## config.mk

```make
export PLATFORM = sky130hd
export DESIGN_NAME = pll_rst_seq
export DESIGN_NICKNAME = d
export VERILOG_FILES = /design/src/rtl/pll_seq_pkg.sv /design/src/rtl/hb_detect.sv /design/src/rtl/pll_rst_seq.sv
export SDC_FILE = /design/constraint.sdc
export NUM_CORES = 1
export LEC_CHECK = 0
export ABC_AREA = 1
export ABC_CLOCK_PERIOD_IN_PS = 2400
export CAP_MARGIN = 25
export CORE_ASPECT_RATIO = 1.75
export CORE_MARGIN = 3
export CORE_UTILIZATION = 30
export CTS_CLUSTER_SIZE = 30
export DETAILED_ROUTE_END_ITERATION = 10
export PLACE_DENSITY_LB_ADDON = 0.1
export SETUP_SLACK_MARGIN = 0.2
export SLEW_MARGIN = 20
export SYNTH_ARGS = -nofsm -noshare
export SYNTH_HDL_FRONTEND = slang
export SYNTH_SLANG_ARGS = --single-unit
```

## constraint.sdc

```tcl
create_clock -name refclk -period 2.4 [get_ports refclk]
set_clock_uncertainty 0.05 [all_clocks]
set_input_delay 0.36 -clock refclk [delete_from_list [all_inputs] [get_ports refclk]]
set_output_delay 0.36 -clock refclk [all_outputs]
set_load 0.03 [all_outputs]
```

## src/rtl/pll_seq_pkg.sv

```systemverilog
// Shared types and default timing for the PLL reset sequencer.
// All cycle counts are in refclk cycles.
package pll_seq_pkg;

    typedef enum logic [2:0] {
        PLL_RST,
        WAIT_LOCK,
        CHECK,
        RELEASE,
        RUN,
        FAULT
    } pll_state_e;

    localparam int REFCLK_HZ        = 24_000_000;
    localparam int DEF_RST_CYCLES   = 24;
    localparam int DEF_LOCK_CYCLES  = 2400;
    localparam int DEF_HB_WINDOW    = 256;
    localparam int DEF_HB_MIN_EDGES = 2;
    localparam int DEF_NUM_DOM      = 2;
    localparam int DEF_STAGGER      = 16;
    localparam int DEF_MAX_RETRY    = 3;

    function automatic int max3(input int a, input int b, input int c);
        int m;
        m = (a > b) ? a : b;
        return (m > c) ? m : c;
    endfunction

endpackage

```

## src/rtl/hb_detect.sv

```systemverilog
// Heartbeat detector: synchronizes the clk0-domain toggle into refclk and
// judges each fixed observation window as pass/fail.
module hb_detect #(
    parameter int HB_WINDOW    = 256,
    parameter int HB_MIN_EDGES = 2
) (
    input  logic clk,
    input  logic rst_n,
    input  logic hb_toggle,
    input  logic clear,
    output logic win_end,
    output logic pass
);

    localparam int WW = (HB_WINDOW > 1) ? $clog2(HB_WINDOW) : 1;
    localparam int EW = $clog2(HB_MIN_EDGES + 1);

    logic [2:0]    sync_q;
    logic          hb_edge;
    logic [WW-1:0] win_cnt;
    logic [EW-1:0] edge_cnt;

    assign hb_edge = sync_q[1] ^ sync_q[2];
    assign win_end = !clear && (win_cnt == WW'(HB_WINDOW - 1));
    // An edge landing in the last cycle of a window still counts for that window.
    assign pass    = (edge_cnt == EW'(HB_MIN_EDGES)) ||
                     (hb_edge && (edge_cnt == EW'(HB_MIN_EDGES - 1)));

    always_ff @(posedge clk or negedge rst_n) begin
        if (!rst_n) begin
            sync_q   <= '0;
            win_cnt  <= '0;
            edge_cnt <= '0;
        end else begin
            sync_q <= {sync_q[1:0], hb_toggle};
            if (clear || win_end) begin
                win_cnt  <= '0;
                edge_cnt <= '0;
            end else begin
                win_cnt <= win_cnt + 1'b1;
                if (hb_edge && (edge_cnt != EW'(HB_MIN_EDGES)))
                    edge_cnt <= edge_cnt + 1'b1;
            end
        end
    end

endmodule

```

## src/rtl/pll_rst_seq.sv

```systemverilog
// PLL power-up / recovery sequencer: PLL reset, lock wait, heartbeat check,
// staggered domain reset release, and run-time heartbeat monitoring.
module pll_rst_seq
    import pll_seq_pkg::*;
#(
    parameter int RST_CYCLES   = DEF_RST_CYCLES,
    parameter int LOCK_CYCLES  = DEF_LOCK_CYCLES,
    parameter int HB_WINDOW    = DEF_HB_WINDOW,
    parameter int HB_MIN_EDGES = DEF_HB_MIN_EDGES,
    parameter int NUM_DOM      = DEF_NUM_DOM,
    parameter int STAGGER      = DEF_STAGGER,
    parameter int MAX_RETRY    = DEF_MAX_RETRY
) (
    input  logic               refclk,
    input  logic               rst_n,
    input  logic               hb_toggle,
    input  logic               relock_req,
    output logic               pll_reset,
    output logic [NUM_DOM-1:0] dom_rst_n,
    output logic               ready,
    output logic               fault,
    output logic [7:0]         relock_cnt
);

    localparam int LAST_REL = (NUM_DOM - 1) * STAGGER;
    localparam int TMR_MAX  = max3(RST_CYCLES - 1, LOCK_CYCLES - 1, LAST_REL);
    localparam int TW       = (TMR_MAX > 0) ? $clog2(TMR_MAX + 1) : 1;
    localparam int RW       = $clog2(MAX_RETRY + 1);

    pll_state_e         state_q, state_d;
    logic [TW-1:0]      cnt_q, cnt_d;
    logic [RW-1:0]      retry_q, retry_d;
    logic               fault_d, pll_reset_d, ready_d;
    logic [7:0]         relock_d, relock_inc;
    logic [NUM_DOM-1:0] dom_d;
    logic               hb_clear, win_end, hb_pass;

    assign hb_clear   = (state_q != CHECK) && (state_q != RUN);
    assign relock_inc = (relock_cnt == 8'hFF) ? 8'hFF : relock_cnt + 8'd1;

    hb_detect #(
        .HB_WINDOW   (HB_WINDOW),
        .HB_MIN_EDGES(HB_MIN_EDGES)
    ) u_hb_detect (
        .clk      (refclk),
        .rst_n    (rst_n),
        .hb_toggle(hb_toggle),
        .clear    (hb_clear),
        .win_end  (win_end),
        .pass     (hb_pass)
    );

    always_comb begin
        state_d  = state_q;
        cnt_d    = cnt_q;
        retry_d  = retry_q;
        fault_d  = fault;
        relock_d = relock_cnt;
        unique case (state_q)
            PLL_RST: begin
                if (cnt_q == TW'(RST_CYCLES - 1)) begin
                    state_d = WAIT_LOCK;
                    cnt_d   = '0;
                end else begin
                    cnt_d = cnt_q + 1'b1;
                end
            end
            WAIT_LOCK: begin
                if (cnt_q == TW'(LOCK_CYCLES - 1)) begin
                    state_d = CHECK;
                    cnt_d   = '0;
                end else begin
                    cnt_d = cnt_q + 1'b1;
                end
            end
            CHECK: begin
                if (win_end) begin
                    cnt_d = '0;
                    if (hb_pass) begin
                        state_d = RELEASE;
                        retry_d = '0;
                    end else if (retry_q == RW'(MAX_RETRY - 1)) begin
                        state_d = FAULT;
                        retry_d = retry_q + 1'b1;
                        fault_d = 1'b1;
                    end else begin
                        state_d = PLL_RST;
                        retry_d = retry_q + 1'b1;
                    end
                end
            end
            RELEASE: begin
                if (cnt_q == TW'(LAST_REL))
                    state_d = RUN;
                else
                    cnt_d = cnt_q + 1'b1;
            end
            RUN: begin
                if (win_end && !hb_pass) begin
                    state_d  = PLL_RST;
                    cnt_d    = '0;
                    retry_d  = '0;
                    relock_d = relock_inc;
                end
            end
            FAULT: ;
            default: state_d = PLL_RST;
        endcase

        // A request overrides any same-cycle loss decision, so the count moves once.
        if (relock_req) begin
            state_d  = PLL_RST;
            cnt_d    = '0;
            retry_d  = '0;
            fault_d  = 1'b0;
            relock_d = (state_q == RUN) ? relock_inc : relock_cnt;
        end

        pll_reset_d = (state_d == PLL_RST) || (state_d == FAULT);
        ready_d     = (state_d == RUN);
        dom_d       = '0;
        if (state_d == RUN) begin
            dom_d = '1;
        end else if (state_d == RELEASE) begin
            for (int i = 0; i < NUM_DOM; i++)
                dom_d[i] = (int'(cnt_d) >= i * STAGGER);
        end
    end

    always_ff @(posedge refclk or negedge rst_n) begin
        if (!rst_n) begin
            state_q    <= PLL_RST;
            cnt_q      <= '0;
            retry_q    <= '0;
            pll_reset  <= 1'b1;
            dom_rst_n  <= '0;
            ready      <= 1'b0;
            fault      <= 1'b0;
            relock_cnt <= 8'd0;
        end else begin
            state_q    <= state_d;
            cnt_q      <= cnt_d;
            retry_q    <= retry_d;
            pll_reset  <= pll_reset_d;
            dom_rst_n  <= dom_d;
            ready      <= ready_d;
            fault      <= fault_d;
            relock_cnt <= relock_d;
        end
    end

endmodule

```

==> results of run 1 <==
worst max path at each step:
stage / from / to / slack (ns) / cells after the start
after floorplan: cnt_q[0]$_DFF_PN0_ / dom_rst_n[1]$_DFF_PN0_ / 0.60 / 15
after global placement: cnt_q[0]$_DFF_PN0_ / dom_rst_n[1]$_DFF_PN0_ / 0.24 / 15
after detailed placement: cnt_q[0]$_DFF_PN0_ / dom_rst_n[1]$_DFF_PN0_ / 0.23 / 15
after CTS: cnt_q[0]$_DFF_PN0_ / dom_rst_n[1]$_DFF_PN0_ / 0.22 / 15
after global routing: state_q[2]$_DFF_PN0_ / dom_rst_n[1]$_DFF_PN0_ / 0.19 / 11
final: u_hb_detect.win_cnt[0]$_DFF_PN0_ / dom_rst_n[1]$_DFF_PN0_ / 0.38 / 15
placed cells by master, fill, tap and decap left out, types with 2 or more instances in the layout:
cell | Yosys | routed
nor2_4 | 3 | 4
or2_2 | 2 | 2
nand3_1 | 34 | 33
clkdlybuf4s50_1 | 0 | 15
nand2_4 | 3 | 3
nand2_1 | 88 | 87
inv_2 | 12 | 13
nor4_1 | 2 | 2
dfrtp_2 | 0 | 2
and2_0 | 2 | 2
nor3_4 | 2 | 2
a21oi_1 | 15 | 15
clkbuf_16 | 0 | 5
inv_1 | 47 | 46
nor3_1 | 11 | 11
nor2_2 | 6 | 5
nand3_2 | 1 | 2
buf_4 | 0 | 8
ha_2 | 0 | 2
a31oi_1 | 3 | 3
o21ai_1 | 7 | 7
ha_1 | 7 | 5
nand2_2 | 8 | 9
nand4_1 | 4 | 4
nor2_1 | 28 | 28
xor2_1 | 4 | 4
xnor2_1 | 2 | 2
nand3_4 | 2 | 2
o21ai_0 | 17 | 17
dfrtp_1 | 42 | 40
logic make-up (layout without fill, tap and decap cells):
kind of cell	count (synthesis)	in the layout	synth area share, %
fa+ha+maj	7	7	3.21
flops	43	43	39.5
compound gates	48	48	9.91
xor+xnor	6	6	1.93
buf+inv	63	92	8.81
simple gates	201	201	36.6
final cells by class:
type	count	area [µm²]	area share, %
flip-flops and latches	43	1080	32.8
inverters	59	221	6.73
clock inverters	2	35.0	1.06
repair buffers	25	235	7.15
well taps	117	146	4.45
multi-input cells	262	1430	43.6
clock buffers	6	139	4.22
registers in the layout, indices dropped and copies added (netlist names), 2 cells and up:
register / count
state_q: 3
u_hb_detect.sync_q: 3
u_hb_detect.edge_cnt: 2
cnt_q: 12
relock_cnt: 8
dom_rst_n: 2
retry_q: 2
u_hb_detect.win_cnt: 8
critical path, cell delays in order, from the launching register on:
cell and delay [ns]:
dfrtp_1 0.38, ha_2 0.21, nand2_2 0.07, nor2_4 0.16, nand2_4 0.10, o21ai_4 0.15, buf_12 0.14, nand2_2 0.09
nand2_1 0.08, nand2_1 0.05, nand2_1 0.07, nand2_1 0.08, nor2_1 0.11, nand2_1 0.07, nand2_1 0.06, nand2_1 0.04
power by group through the flow:
| stage | combinational [mW] | clock [mW] | sequential, mW |
|---|---|---|---|
| 6_report | 0.0880 | 0.820 | 0.749 |
| 5_1_grt | 0.103 | 0.868 | 0.751 |
| 4_1_cts | 0.0882 | 0.843 | 0.749 |
| 3_5_place_dp | 0.0875 | 0 | 0.763 |
| 3_3_place_gp | 0.0867 | 0 | 0.762 |
| 2_1_floorplan | 0.0456 | 0 | 0.764 |
layer usage:
layer | global-route usage, % | vias to the layer above | share of wire [%]
met5 | 0 | - | 0
met3 | 2.26 | 14 | 2.3
met4 | 7.68 | 0 | 3.2
li1 | - | 1240 | -
met2 | 27.3 | 41 | 56
met1 | 14.9 | 1110 | 39
repair_timing:
item                                    4_1_cts  5_1_grt
buffers inserted                              0        4
endpoints found under the hold margin         0        0
endpoints found under the setup margin        0        3
gates resized for setup                       0        9
per-stage QoR:
stage                     worst slack, ns  instances  total power [mW]
final                               0.378        514              1.66
after floorplan                     0.604        368             0.809
after detailed placement            0.233        502             0.851
after global placement              0.244        502             0.849
after global routing                0.189        514              1.72
after CTS                           0.218        510              1.68
==> out/metrics.yaml, run 1 <==
rsz0062_at_grt: "true"
antenna_found_initial: 0
p_seq_share_pct: 45.2
outcome: "finished, final reports clean"
drt_iter0_markers: 106
ir_drop_mv: 0.375
ys.flop_type: "dfrtp_1"
synth_top_area_cell: "dfrtp_1"
r2r_cells: 15
powerDensity_nw_per_um2: 504
pin_count: 17
yosysWarnings: 0
hp-class: "in -> async"
hold_ws_ns: 0.0909
fin_setup_tns_ns: 0
cts_tree: "yes"
gp_congestion: 0.808
fin_crit_ns: 2.02
utilization_pct: 37.5
start_util_pct: 31.0
drive_gt1_share_pct: 17.6
netlist_area_um2: 2730
switching_share_pct: 22.2
timing.rr.end: "dom_rst_n[1]$_DFF_PN0_"
maxSlewHeadroom_pct: 62.2
maxCapViolCount: 0
combPwrFrac_pct: 5.3
synth.distinct_cells: 38
grt-ovfl-total: 0
firstDrtPassIters: 4
dp_hpwl_um: 5300
clk_pin_slew_ns: 0.06
internal-power_mw: 1.29
synth.area.top_cells: "dfrtp_1 39%, nand2_1 12%, inv_1 6.5%"
num_vias: 2405
drv_slew: 0
cp.arrival_ns: 2.15
p_leak_nw: 1.63
synth_edf_count: 0
path_max_fanout: 8
startpoint_type: "flip-flop"
grt_pass1_vias: 2440
fin_area_um2: 3290
async_flop_share_pct: 100
cts_buffers: 5
cp-end-kind: "flip-flop"
yosysMostFrequentCell: "nand2_1"
hold_buffers: 0
max_freq_mhz: 495
die_w_um: 78.1
antenna_cells: 0
grt_max_degree: 44
avgRoutedWirePerCell_um: 13.4
clock_latency_ns: 0.29
r2r_slack_ns: 0.38
drcViolationCount: 0
track_usage_pct: 14.5
period_share_pct: 84.2
clock_path_buffers: 2
critPathKind: "reg -> reg"
place_area_um2: 3050
clock_power_share_pct: 49.5
fp.dieH_um: 132
n_fill_cell: 967
cts_sinks: 43
synth_top_area_share_pct: 38.5
synth_nets: 379
ys_ff_latch: 43
seq_area_frac_synth_pct: 39.5
vias_per_cell: 4.68
finish.net_count: 407
grt_first_pass_wirelength_um: 11700
worst_pin_slew_ns: 0.567
synth_cells: 368
wirelength_um: 6910
h-tree-depth: 2
portBuffers: 16
dieArea_um2: 10300
yosys-top-cells-count: "88 x nand2_1, 47 x inv_1, 42 x dfrtp_1, 34 x nand3_1, 28 x nor2_1"
core_um2: 8780
ant_nets: 0
cts-root-buf: "clkbuf_16"
cp.required_ns: 2.53
avgSynthCellArea_um2: 7.41
power_switching_mw: 0.368
finalSetupViolCount: 0
area_growth_pct: 20.7
finalHoldViolations: 0
rr_startpoint: "u_hb_detect.win_cnt[0]$_DFF_PN0_"
std_cell_rows: 45
Note: power is estimated with default switching activity, not from simulation.
==> inputs of run 2 (changes only) <==
--- a/config.mk
+++ b/config.mk
@@ -6,7 +6,7 @@
 export NUM_CORES = 1
 export LEC_CHECK = 0
 export ABC_AREA = 1
-export ABC_CLOCK_PERIOD_IN_PS = 2400
+export ABC_CLOCK_PERIOD_IN_PS = 1800
 export CAP_MARGIN = 25
 export CORE_ASPECT_RATIO = 1.75
 export CORE_MARGIN = 3
==> constraint.sdc (replaced) <==
create_clock -name refclk -period 1.8 [get_ports refclk]
set_clock_uncertainty 0.05 [all_clocks]
set_input_delay 0.27 -clock refclk [delete_from_list [all_inputs] [get_ports refclk]]
set_output_delay 0.27 -clock refclk [all_outputs]
set_load 0.03 [all_outputs]
==> run 2 against run 1 <==
Effect of this change: the run now ends with negative setup slack left; register-to-register slack worse by 0.51 ns; die area unchanged; wire length up 14%; power up 23%; largest power group is now registers.
==> out/metrics.yaml, run 2 (same netlist as run 1, synthesis figures left out) <==
power_switching_mw: 0.487  # was 0.368 mW
drcViolationCount: 0  # unchanged
drive_gt1_share_pct: 43.4  # was 17.6%
maxCapViolCount: 0  # unchanged
antenna_cells: 0  # unchanged
maxSlewHeadroom_pct: 55.4  # was 62.2%
h-tree-depth: 2  # unchanged
whs_endpoint: "u_hb_detect.sync_q[1]$_DFF_PN0_"
whs_path_depth: 0
timing.rr.end: "relock_cnt[2]$_DFFE_PN0P_"  # was dom_rst_n[1]$_DFF_PN0_
rr_startpoint: "u_hb_detect.win_cnt[0]$_DFF_PN0_"  # unchanged
gp_congestion: 0.809  # was 0.808
start_util_pct: 31.0  # unchanged
drv_slew: 0  # unchanged
p_leak_nw: 2.19  # was 1.63 nW
r2r_cells: 12  # was 15
worstPathCellList: "ha_2 > nand2_2 > nor2_4 > nand2_4 > buf_4 > inv_4 > nand2_4 > a21oi_4 > buf_6 > inv_1 > o21ai_1 > nand3_1"  # was ha_2 > nand2_2 > nor2_4 > nand2_4 > o21ai_4 > buf_12 > nand2_2 > nand2_1 > nand2_1 > nand2_1 > nand2_1 > nor2_1 > nand2_1 > nand2_1 > nand2_1
internal-power_mw: 1.56  # was 1.29 mW
cts-root-buf: "clkbuf_16"  # unchanged
ant_nets: 0  # unchanged
p_total_mw: 2.04  # was 1.66 mW
clk_pin_slew_ns: 0.06  # about the same
antenna_found_initial: 0  # unchanged
finalSetupViolCount: 14  # was 0
clock_latency_ns: 0.29  # about the same
track_usage_pct: 15.9  # was 14.5%
worst_pin_slew_ns: 0.663  # was 0.567 ns
dp_cells: 570  # was 502
r2r_slack_ns: -0.14  # was 0.38 ns
rsz0062_at_grt: "true"  # unchanged
dieArea_um2: 10300  # unchanged
finish.net_count: 496  # was 407
hp-class: "reg -> reg"  # was in -> async
instances_no_fill: 603  # was 514
dp_hpwl_um: 5940  # was 5300 µm
drt_iter0_markers: 54  # was 106
period_share_pct: 108  # was 84.2%
crit_top_cell: "nand2_4"  # was nand2_1
ir_drop_mv: 0.420  # was 0.375 mV
cp-end-kind: "flip-flop"  # unchanged
powerDensity_nw_per_um2: 473  # was 504 nW/µm²
clock_path_buffers: 2  # unchanged
p_seq_share_pct: 49.0  # was 45.2%
final.setup.worst_slack_ns: -0.136  # was 0.378 ns
cp.required_ns: 1.92  # was 2.53 ns
wirelength_um: 7840  # was 6910 µm
switching_share_pct: 23.9  # was 22.2%
fin_crit_ns: 1.94  # was 2.02 ns
grt_pass1_vias: 2783  # was 2440
cts_sinks: 43  # unchanged
avgRoutedWirePerCell_um: 13.0  # was 13.4 µm
grt-ovfl-total: 0  # unchanged
clock_power_share_pct: 44.0  # was 49.5%
vias_per_cell: 4.63  # was 4.68
grt_max_degree: 19  # was 44
outcome: "finished with violations"  # was finished, final reports clean
finalHoldViolations: 0  # unchanged
n_fill_cell: 880  # was 967
combPwrFrac_pct: 7.0  # was 5.3%
cp_slowest_stage_delay_ns: 0.35  # was 0.38 ns
cts_tree: "yes"  # unchanged
pin_count: 17  # unchanged
reg_top3: "cnt_q (12), relock_cnt (8), u_hb_detect.win_cnt (8)"  # unchanged
largest_reg_flops: 12  # unchanged
critPathKind: "reg -> reg"  # unchanged
num_vias: 2792  # was 2405
violations: "negative setup slack"
final_common_cell: "buf_4"  # was nand2_1
multi_input_area_um2: 1760  # was 1430 µm²
area_growth_pct: 58.6  # was 20.7%
die_w_um: 78.1  # unchanged
startpoint_type: "flip-flop"  # unchanged
seq_area_um2: 1080  # about the same
grt_first_pass_wirelength_um: 12900  # was 11700 µm
core_um2: 8780  # unchanged
cp.arrival_ns: 2.06  # was 2.15 ns
portBuffers: 16  # unchanged
cts_buffers: 5  # unchanged
path_max_fanout: 5  # was 8
mostFrequentLayoutCells: "80 x buf_4, 70 x nand2_1, 39 x dfrtp_1"  # was 87 x nand2_1, 46 x inv_1, 40 x dfrtp_1
min_from: "u_hb_detect.sync_q[0]$_DFF_PN0_"
fp.dieH_um: 132  # unchanged
firstDrtPassIters: 4  # unchanged
cp_slowest_cell: "dfrtp_1"  # unchanged
std_cell_rows: 45  # unchanged
regMostFlops: "cnt_q"  # unchanged
max_freq_mhz: 516  # was 495 MHz
[run 2: cell types whose count changed in the layout (fill, tap and decap cells not counted), sizes merged]
cell           before  now
bufinv              1    0
clkdlybuf4s50      15    2
clkinvlp            0    1
buf                10   98
dlygate4sd3         0    1
dlygate4sd2         0   13
[run 2: cell type report]
class	count	share of cell area (%)
Sequential cell	43	25.0
Clock buffer	6	2.98
Multi-Input combinational cell	262	40.6
Timing Repair Buffer	114	22.2
Inverter	59	5.53
Clock inverter	2	0.289
Tap cell	117	3.39
[run 2: repair_timing]
action	in CTS	in global routing
cloned	0	0
pin swaps	16	17
setup buffers	11	13
hold buffers	1	0
gates resized for setup	62	60
hold endpoints to repair	16	0
endpoints found under the setup margin	47	40
[run 2: per-layer routing]
layer / share of wire, % / wire [µm] / global-route usage (%) / vias up
met5: 0 / 0 / 0 / -
met4: 3.5 / 273 / 7.20 / 0
met3: 2.0 / 154 / 2.53 / 18
met2: 59 / 4610 / 31.4 / 31
met1: 36 / 2800 / 15.7 / 1333
li1: - / - / - / 1410
[run 2: worst max path at each step]
stage,start,to,slack [ns],depth (start not counted)
after floorplan,u_hb_detect.win_cnt[0]$_DFF_PN0_,dom_rst_n[1]$_DFF_PN0_,0.05,14
after global placement,u_hb_detect.edge_cnt[0]$_DFFE_PN0P_,dom_rst_n[1]$_DFF_PN0_,-0.14,14
after detailed placement,u_hb_detect.edge_cnt[0]$_DFFE_PN0P_,dom_rst_n[1]$_DFF_PN0_,-0.16,14
after global routing,u_hb_detect.win_cnt[0]$_DFF_PN0_,dom_rst_n[1]$_DFF_PN0_,-0.27,14
final,u_hb_detect.win_cnt[0]$_DFF_PN0_,relock_cnt[2]$_DFFE_PN0P_,-0.14,12
after CTS,u_hb_detect.win_cnt[0]$_DFF_PN0_,dom_rst_n[1]$_DFF_PN0_,-0.14,14
[run 2: power by group through the flow]
stage | logic (mW) | registers, mW | clock network [mW]
floorplan | 0.0616 | 1.02 | 0
global placement | 0.131 | 1.01 | 0
detailed placement | 0.133 | 1.02 | 0
CTS | 0.137 | 0.998 | 0.936
global route | 0.162 | 1.00 | 0.963
finish | 0.143 | 1.00 | 0.899
[run 2: critical path: cells and delay by family, from the launching register on]
kind            cells  cell delay [ns]
simple gates        5             0.42
compound gates      2             0.37
fa+ha+maj           1             0.19
flops               1             0.35
buf+inv             4             0.43
[run 2: through the flow]
step	setup TNS, ns	utilization (%)	area, µm²	hold WS, ns	setup slack, ns
after floorplan	0	-	2780	-0.0756	0.0503
after global placement	-0.369	41.2	3620	0.195	-0.144
after detailed placement	-0.441	41.2	3620	0.191	-0.164
after CTS	-0.741	45.5	3990	0.305	-0.144
after global routing	-3.39	49.2	4320	0.323	-0.265
final	-1.18	49.2	4320	0.299	-0.136
==> inputs of run 3 (changes only) <==
--- a/config.mk
+++ b/config.mk
@@ -14,6 +14,7 @@
 export CTS_CLUSTER_SIZE = 30
 export DETAILED_ROUTE_END_ITERATION = 10
 export PLACE_DENSITY_LB_ADDON = 0.1
+export REMOVE_ABC_BUFFERS = 1
 export SETUP_SLACK_MARGIN = 0.2
 export SLEW_MARGIN = 20
 export SYNTH_ARGS = -nofsm -noshare
==> run 3 against run 2 <==
Effect of this change: the run still ends with negative setup slack left; die area unchanged; power up 0.85%; sequential power about the same; critical path depth unchanged; register-to-register slack gained 0.03 ns.
==> out/metrics.yaml, run 3 (same netlist as run 1, synthesis figures left out) <==
finish.net_count: 494  # was 496
cp.depth: 12  # unchanged
grt_pass1_vias: 2943  # was 2783
dieArea_um2: 10300  # unchanged
hold_ws_ns: 0.297  # was 0.299 ns
pre_cts_ws_ns: -0.236  # was -0.164 ns
startpoint_type: "flip-flop"  # unchanged
cp_slowest_stage_delay_ns: 0.36  # was 0.35 ns
gp_congestion: 0.825  # was 0.809
track_usage_pct: 16.0  # was 15.9%
final_common_cell: "buf_4"  # unchanged
cp.required_ns: 1.98  # was 1.92 ns
worst_pin_slew_ns: 0.453  # was 0.663 ns
std_cell_rows: 45  # unchanged
ir_drop_mv: 0.517  # was 0.420 mV
fp.dieH_um: 132  # unchanged
vias_per_cell: 4.56  # was 4.63
dp_cells: 571  # was 570
rsz0062_at_grt: "true"  # unchanged
dp_hpwl_um: 5920  # was 5940 µm
avgRoutedWirePerCell_um: 12.9  # was 13.0 µm
path_max_fanout: 6  # was 5
start_util_pct: 31.0  # unchanged
ant_nets: 0  # unchanged
cp-end-kind: "flip-flop"  # unchanged
drcViolationCount: 0  # unchanged
grt_first_pass_wirelength_um: 13100  # was 12900 µm
cts_sinks: 43  # unchanged
core_um2: 8780  # unchanged
finalHoldViolations: 0  # unchanged
grt_max_degree: 34  # was 19
area_growth_pct: 54.9  # was 58.6%
hp-class: "reg -> reg"  # unchanged
antenna_cells: 0  # unchanged
period_share_pct: 106  # was 108%
die_w_um: 78.1  # unchanged
cts-root-buf: "clkbuf_16"  # unchanged
worstPathCellList: "ha_2 > nand2_2 > nor2_4 > nand2_4 > buf_4 > inv_4 > nand2_4 > a21oi_2 > buf_6 > nand2_2 > or2_2 > nand3_1"  # was ha_2 > nand2_2 > nor2_4 > nand2_4 > buf_4 > inv_4 > nand2_4 > a21oi_4 > buf_6 > inv_1 > o21ai_1 > nand3_1
cts_tree: "yes"  # unchanged
num_vias: 2740  # was 2792
pin_count: 17  # unchanged
largest_reg_flops: 12  # unchanged
wirelength_um: 7750  # was 7840 µm
critPathTopFamily: "simple AND/OR/NAND/NOR gates"  # was buffers and inverters
portBuffers: 16  # unchanged
r2r_cells: 12  # unchanged
drive_gt1_share_pct: 43.2  # was 43.4%
maxSlewHeadroom_pct: 69.5  # was 55.4%
powerDensity_nw_per_um2: 488  # was 473 nW/µm²
antenna_found_initial: 0  # unchanged
h-tree-depth: 2  # unchanged
outcome: "finished with violations"  # unchanged
clock_latency_ns: 0.29  # about the same
regMostFlops: "cnt_q"  # unchanged
path_buf_inv: 3  # was 4
p_leak_nw: 2.19  # about the same
firstDrtPassIters: 4  # unchanged
instances_no_fill: 601  # was 603
maxCapViolCount: 0  # unchanged
cts_buffers: 5  # unchanged
clk_pin_slew_ns: 0.06  # about the same
final.setup.worst_slack_ns: -0.109  # was -0.136 ns
mostFrequentLayoutCells: "80 x buf_4, 66 x nand2_1, 40 x inv_1, 40 x dfrtp_1, 27 x nand3_1"  # was 80 x buf_4, 70 x nand2_1, 39 x dfrtp_1
drt_iter0_markers: 67  # was 54
max_freq_mhz: 524  # was 516 MHz
violations: "negative setup slack"  # unchanged
drv_slew: 0  # unchanged
reg_top3: "cnt_q (12), relock_cnt (8), u_hb_detect.win_cnt (8)"  # unchanged
critPathKind: "reg -> reg"  # unchanged
finalSetupViolCount: 10  # was 14
fin_crit_ns: 1.91  # was 1.94 ns
clock_path_buffers: 2  # unchanged
cp_slowest_cell: "dfrtp_1"  # unchanged
whs_path_depth: 0  # unchanged
cp.arrival_ns: 2.09  # was 2.06 ns
grt-ovfl-total: 0  # unchanged
p_total_mw: 2.06  # was 2.04 mW
[run 3: worst register-to-register path, cell delays in order, from the launching register on]
cell,delay [ns]
dfrtp_1,0.36
ha_2,0.19
nand2_2,0.06
nor2_4,0.11
nand2_4,0.09
buf_4,0.15
inv_4,0.06
nand2_4,0.06
a21oi_2,0.16
buf_6,0.14
nand2_2,0.07
or2_2,0.28
nand3_1,0.06
[run 3: cell type report]
cell class              instances  area [µm²]
well taps                     117         146
inverters                      59         229
repair buffers                112         945
multi-input cells             262        1680
fillers                       891        4560
clock buffers                   6         129
clock inverters                 2        12.5
flip-flops and latches         43        1080
[run 3: routing by layer]
metal	routed length, µm	vias up	global-route usage [%]
met2	4350	34	30.1
met1	2920	1284	15.9
met4	323	0	10.1
li1	-	1406	-
met3	162	16	2.12
met5	0	-	0
[run 3: what timing repair did]
item                                    CTS  global route
endpoints found under the setup margin   48            40
setup buffers                            11            10
gates resized for setup                  57            53
pin swaps                                19            35
hold endpoints to repair                 10             0
hold buffers                              1             0
[run 3: final timing paths]
| kind | slack [ns] | start | to |
|---|---|---|---|
| min in group asynchronous | 0.36 | rst_n | retry_q[0]$_DFFE_PN0P_ |
| worst max-delay path | -0.11 | u_hb_detect.win_cnt[0]$_DFF_PN0_ | relock_cnt[4]$_DFFE_PN0P_ |
| worst min register to register | 0.30 | u_hb_detect.sync_q[0]$_DFF_PN0_ | u_hb_detect.sync_q[1]$_DFF_PN0_ |
| max in group asynchronous | 0.80 | rst_n | pll_reset$_DFF_PN1_ |
| worst max register to register | -0.11 | u_hb_detect.win_cnt[0]$_DFF_PN0_ | relock_cnt[4]$_DFFE_PN0P_ |
| worst min-delay path | 0.30 | u_hb_detect.sync_q[0]$_DFF_PN0_ | u_hb_detect.sync_q[1]$_DFF_PN0_ |
[run 3: power breakdown]
group	internal [mW]	total, mW	leakage (nW)	switching, mW
Clock	0.512	0.891	0.0669	0.379
Combinational	0.0726	0.170	1.54	0.0971
Sequential	0.984	1.00	0.582	0.0158
[run 3: through the flow]
| stage | TNS, ns | instance area [µm²] | util, % |
|---|---|---|---|
| 3_5_place_dp | -0.840 | 3590 | 40.9 |
| 2_1_floorplan | -0.626 | 2710 | - |
| 6_report | -0.694 | 4220 | 48.1 |
| 4_1_cts | -0.215 | 3970 | 45.2 |
| 5_1_grt | -3.18 | 4220 | 48.1 |
| 3_3_place_gp | -0.751 | 3590 | 40.9 |
==> patch, RTL diff (flow settings as in run 2) <==
Re-encode `pll_state_e` (6 states) as one-hot, 6 bits wide.
--- a/src/rtl/pll_seq_pkg.sv
+++ b/src/rtl/pll_seq_pkg.sv
@@ -2,13 +2,13 @@
 // All cycle counts are in refclk cycles.
 package pll_seq_pkg;
 
-    typedef enum logic [2:0] {
-        PLL_RST,
-        WAIT_LOCK,
-        CHECK,
-        RELEASE,
-        RUN,
-        FAULT
+    typedef enum logic [5:0] {
+        PLL_RST   = 6'b000001,
+        WAIT_LOCK = 6'b000010,
+        CHECK     = 6'b000100,
+        RELEASE   = 6'b001000,
+        RUN       = 6'b010000,
+        FAULT     = 6'b100000
     } pll_state_e;
 
     localparam int REFCLK_HZ        = 24_000_000;
Check against the original RTL: same outputs for any inputs over 10 cycles, from zero or initial values and one cycle with rst_n low; not proved beyond that.
==> patch against run 2 <==
  * The run still ends with setup timing left
  * Synthesized cell count fell by 1.9%
  * Global-route usage fell by 0.55 points
  * Wire length down 1.3%
  * Sequential cell count rose by 3
  * Worst setup slack lost 4.3 ps
  * Cell area about the same
  * Synthesized area up 1.5%
  * Count of clock-buffer cells in the layout is the same
  * Critical path type unchanged
  * Critical endpoint is now dom_rst_n[1]
  * Largest cell class unchanged
  * Highest routed layer unchanged
Power is not compared: it rests on default switching activity, and its combinational part moved more than twofold at a synthesized area within 25%.
==> patch: results (changes against run 2) <==
- Outcome: complete, but fails checks (unchanged).
- Violations in the final reports: setup timing (unchanged).
- The overall track demand over capacity in global routing is 0.1540 (was 0.1595).
- The last weighted congestion value of the routability-driven placer is 0.8532 (was 0.8094).
- The sequential fraction of the synthesis area came to 0.4170 (was 0.3951).
- The clock edge transition at the registers on the reported setup and hold paths came to 60 ps (about the same).
- The final routed wirelength across all metal layers is 7740 um (was 7843 um).
- The count of cell types in the netlist was 39 (was 38).
- The number of input and output port buffers inserted is 16 (unchanged).
- The slew at the pin with the worst max-slew slack is 511.0 ps (was 662.8 ps).
- The HPWL after detailed placement is 5780 um (was 5939 um).
- The final instance count without filler cells is 592 (was 603).
- The number of setup violations in the final report came to 21 (was 14).
- The initial antenna violation count was 0 (unchanged).
- The final antenna diode count is 0 (unchanged).
- The number of H-tree levels is 2 (unchanged).
- The fraction of layout cells with a size suffix above 1 is 0.4463 (was 0.4342).
- The number of instances in the synthesized netlist is 361 (was 368).
- The fill cell total of the finished layout is 896 (was 880).
- The setup TNS is -1307 ps (was -1183 ps).
- Registers with the highest flip-flop counts: cnt_q: 12 flops, relock_cnt: 8 flops, u_hb_detect.win_cnt: 8 flops (unchanged).
- The number of detailed-routing iterations run before antenna repair is 4 (unchanged).
- The classification of the worst-slack hold path was flip-flop to flip-flop (unchanged).
- The root buffer selected by CTS is sky130_fd_sc_hd__clkbuf_16 (unchanged).
- The final worst setup slack is -140.6 ps (was -136.3 ps).
- For this design the static power due to leakage is 2.198 nW.
- The first-pass GRT wire length is 12650 um (was 12890 um).
- The maximum buffer depth of the clock tree came to 2 (unchanged).
- The number of placed instances with taps included is 555 (was 570).
- The critical-path cell with the highest stage delay was sky130_fd_sc_hd__dfstp_2 (was sky130_fd_sc_hd__dfrtp_1).
- The peak fanout along the critical path was 6 (was 5).
- The DRC violation total after the first TritonRoute iteration was 93 (was 54).
- The pin count of the biggest net entering global routing is 32 (was 19).
- The vias after detailed routing is 2681 (was 2792).
- The highest ir drop seen on vdd is 439.4 uV.
- The async set or reset register ratio after synthesis is 1.000 (unchanged).
- The relative area change from synthesis to final layout is 56.40% (was 58.56%).
- The number of CTS-inserted buffers is 5 (unchanged).
- The delay of the slowest critical-path stage is 580 ps (was 350 ps).
- The most common flop cell mapped by yosys is sky130_fd_sc_hd__dfrtp_1 (unchanged).
- The family with the most delay on the worst path is simple AND/OR/NAND/NOR gates (was buffers and inverters).
- The worst setup slack after placement is -216.5 ps (was -164.2 ps).
- At the worst endpoint, the arrival time is 2070 ps.
- The final layout net count was 485 (was 496).
- Top cell types by occurrence after synthesis: sky130_fd_sc_hd__nand2_1, sky130_fd_sc_hd__inv_1, sky130_fd_sc_hd__dfrtp_1 (unchanged).
- The number of synthesis warnings is 0 (unchanged).
- The total nets after synthesis is 372 (was 379).
- Area contributors post-synth: sky130_fd_sc_hd__dfrtp_1, sky130_fd_sc_hd__nand2_1, sky130_fd_sc_hd__inv_1 (unchanged).
- The total placed instance area is 3638 um2 (was 3617 um2).
- The clock latency of the later-clocked register in the worst-skew pair is 290 ps (about the same).
[patch: cell families (layout without fill, tap and decap cells)]
kind of cell	after synthesis	count (layout)	synth area share
AO/OA/AOI/OAI	48	48	0.09589
XOR/XNOR	6	6	0.01900
adder cells (fa/ha/maj)	7	7	0.03166
buffers and inverters	61	175	0.08683
flip-flops	46	46	0.4170
AND/OR/NAND/NOR	193	193	0.3496
[patch: timing repair]
action                     4_1_cts  5_1_grt
pin swaps                       31       27
resized for setup               74       44
hold buffers                     1        0
hold endpoints to repair        14        0
setup endpoints to repair       42       33
buffers inserted                19        9
gates cloned                     0        0
[patch: path summary, 6_finish.rpt]
kind | from | end | slack, ps | cells after the start
worst max-delay path | state_q[0] | dom_rst_n[1] | -140 | 14
worst min-delay path | u_hb_detect.sync_q[0] | u_hb_detect.sync_q[1] | 300 | 0
worst max register to register | state_q[0] | dom_rst_n[1] | -140 | 14
worst min register to register | u_hb_detect.sync_q[0] | u_hb_detect.sync_q[1] | 300 | 0
max in group asynchronous | rst_n | state_q[0] | 730 | 3
min in group asynchronous | rst_n | cnt_q[3] | 410 | 2
[patch: layer usage]
layer / part of all wire / GRT usage
met5: 0 / 0
met4: 0.030 / 0.06809
met1: 0.36 / 0.1500
met3: 0.017 / 0.02520
met2: 0.59 / 0.3042
[patch: cell type report]
class                   count  share of cell area
well taps                 117             0.03383
flip-flops and latches     46              0.2681
inverters                  58             0.05321
multi-input cells         254              0.3971
repair buffers            109              0.2157
clock inverters             2            0.002313
clock buffers               6             0.02979
[patch: report_power, final]
| part | internal [mW] | switching (mW) |
|---|---|---|
| clock network | 0.511 | 0.395 |
| logic | 0.193 | 0.217 |
| registers | 1.06 | 0.0266 |
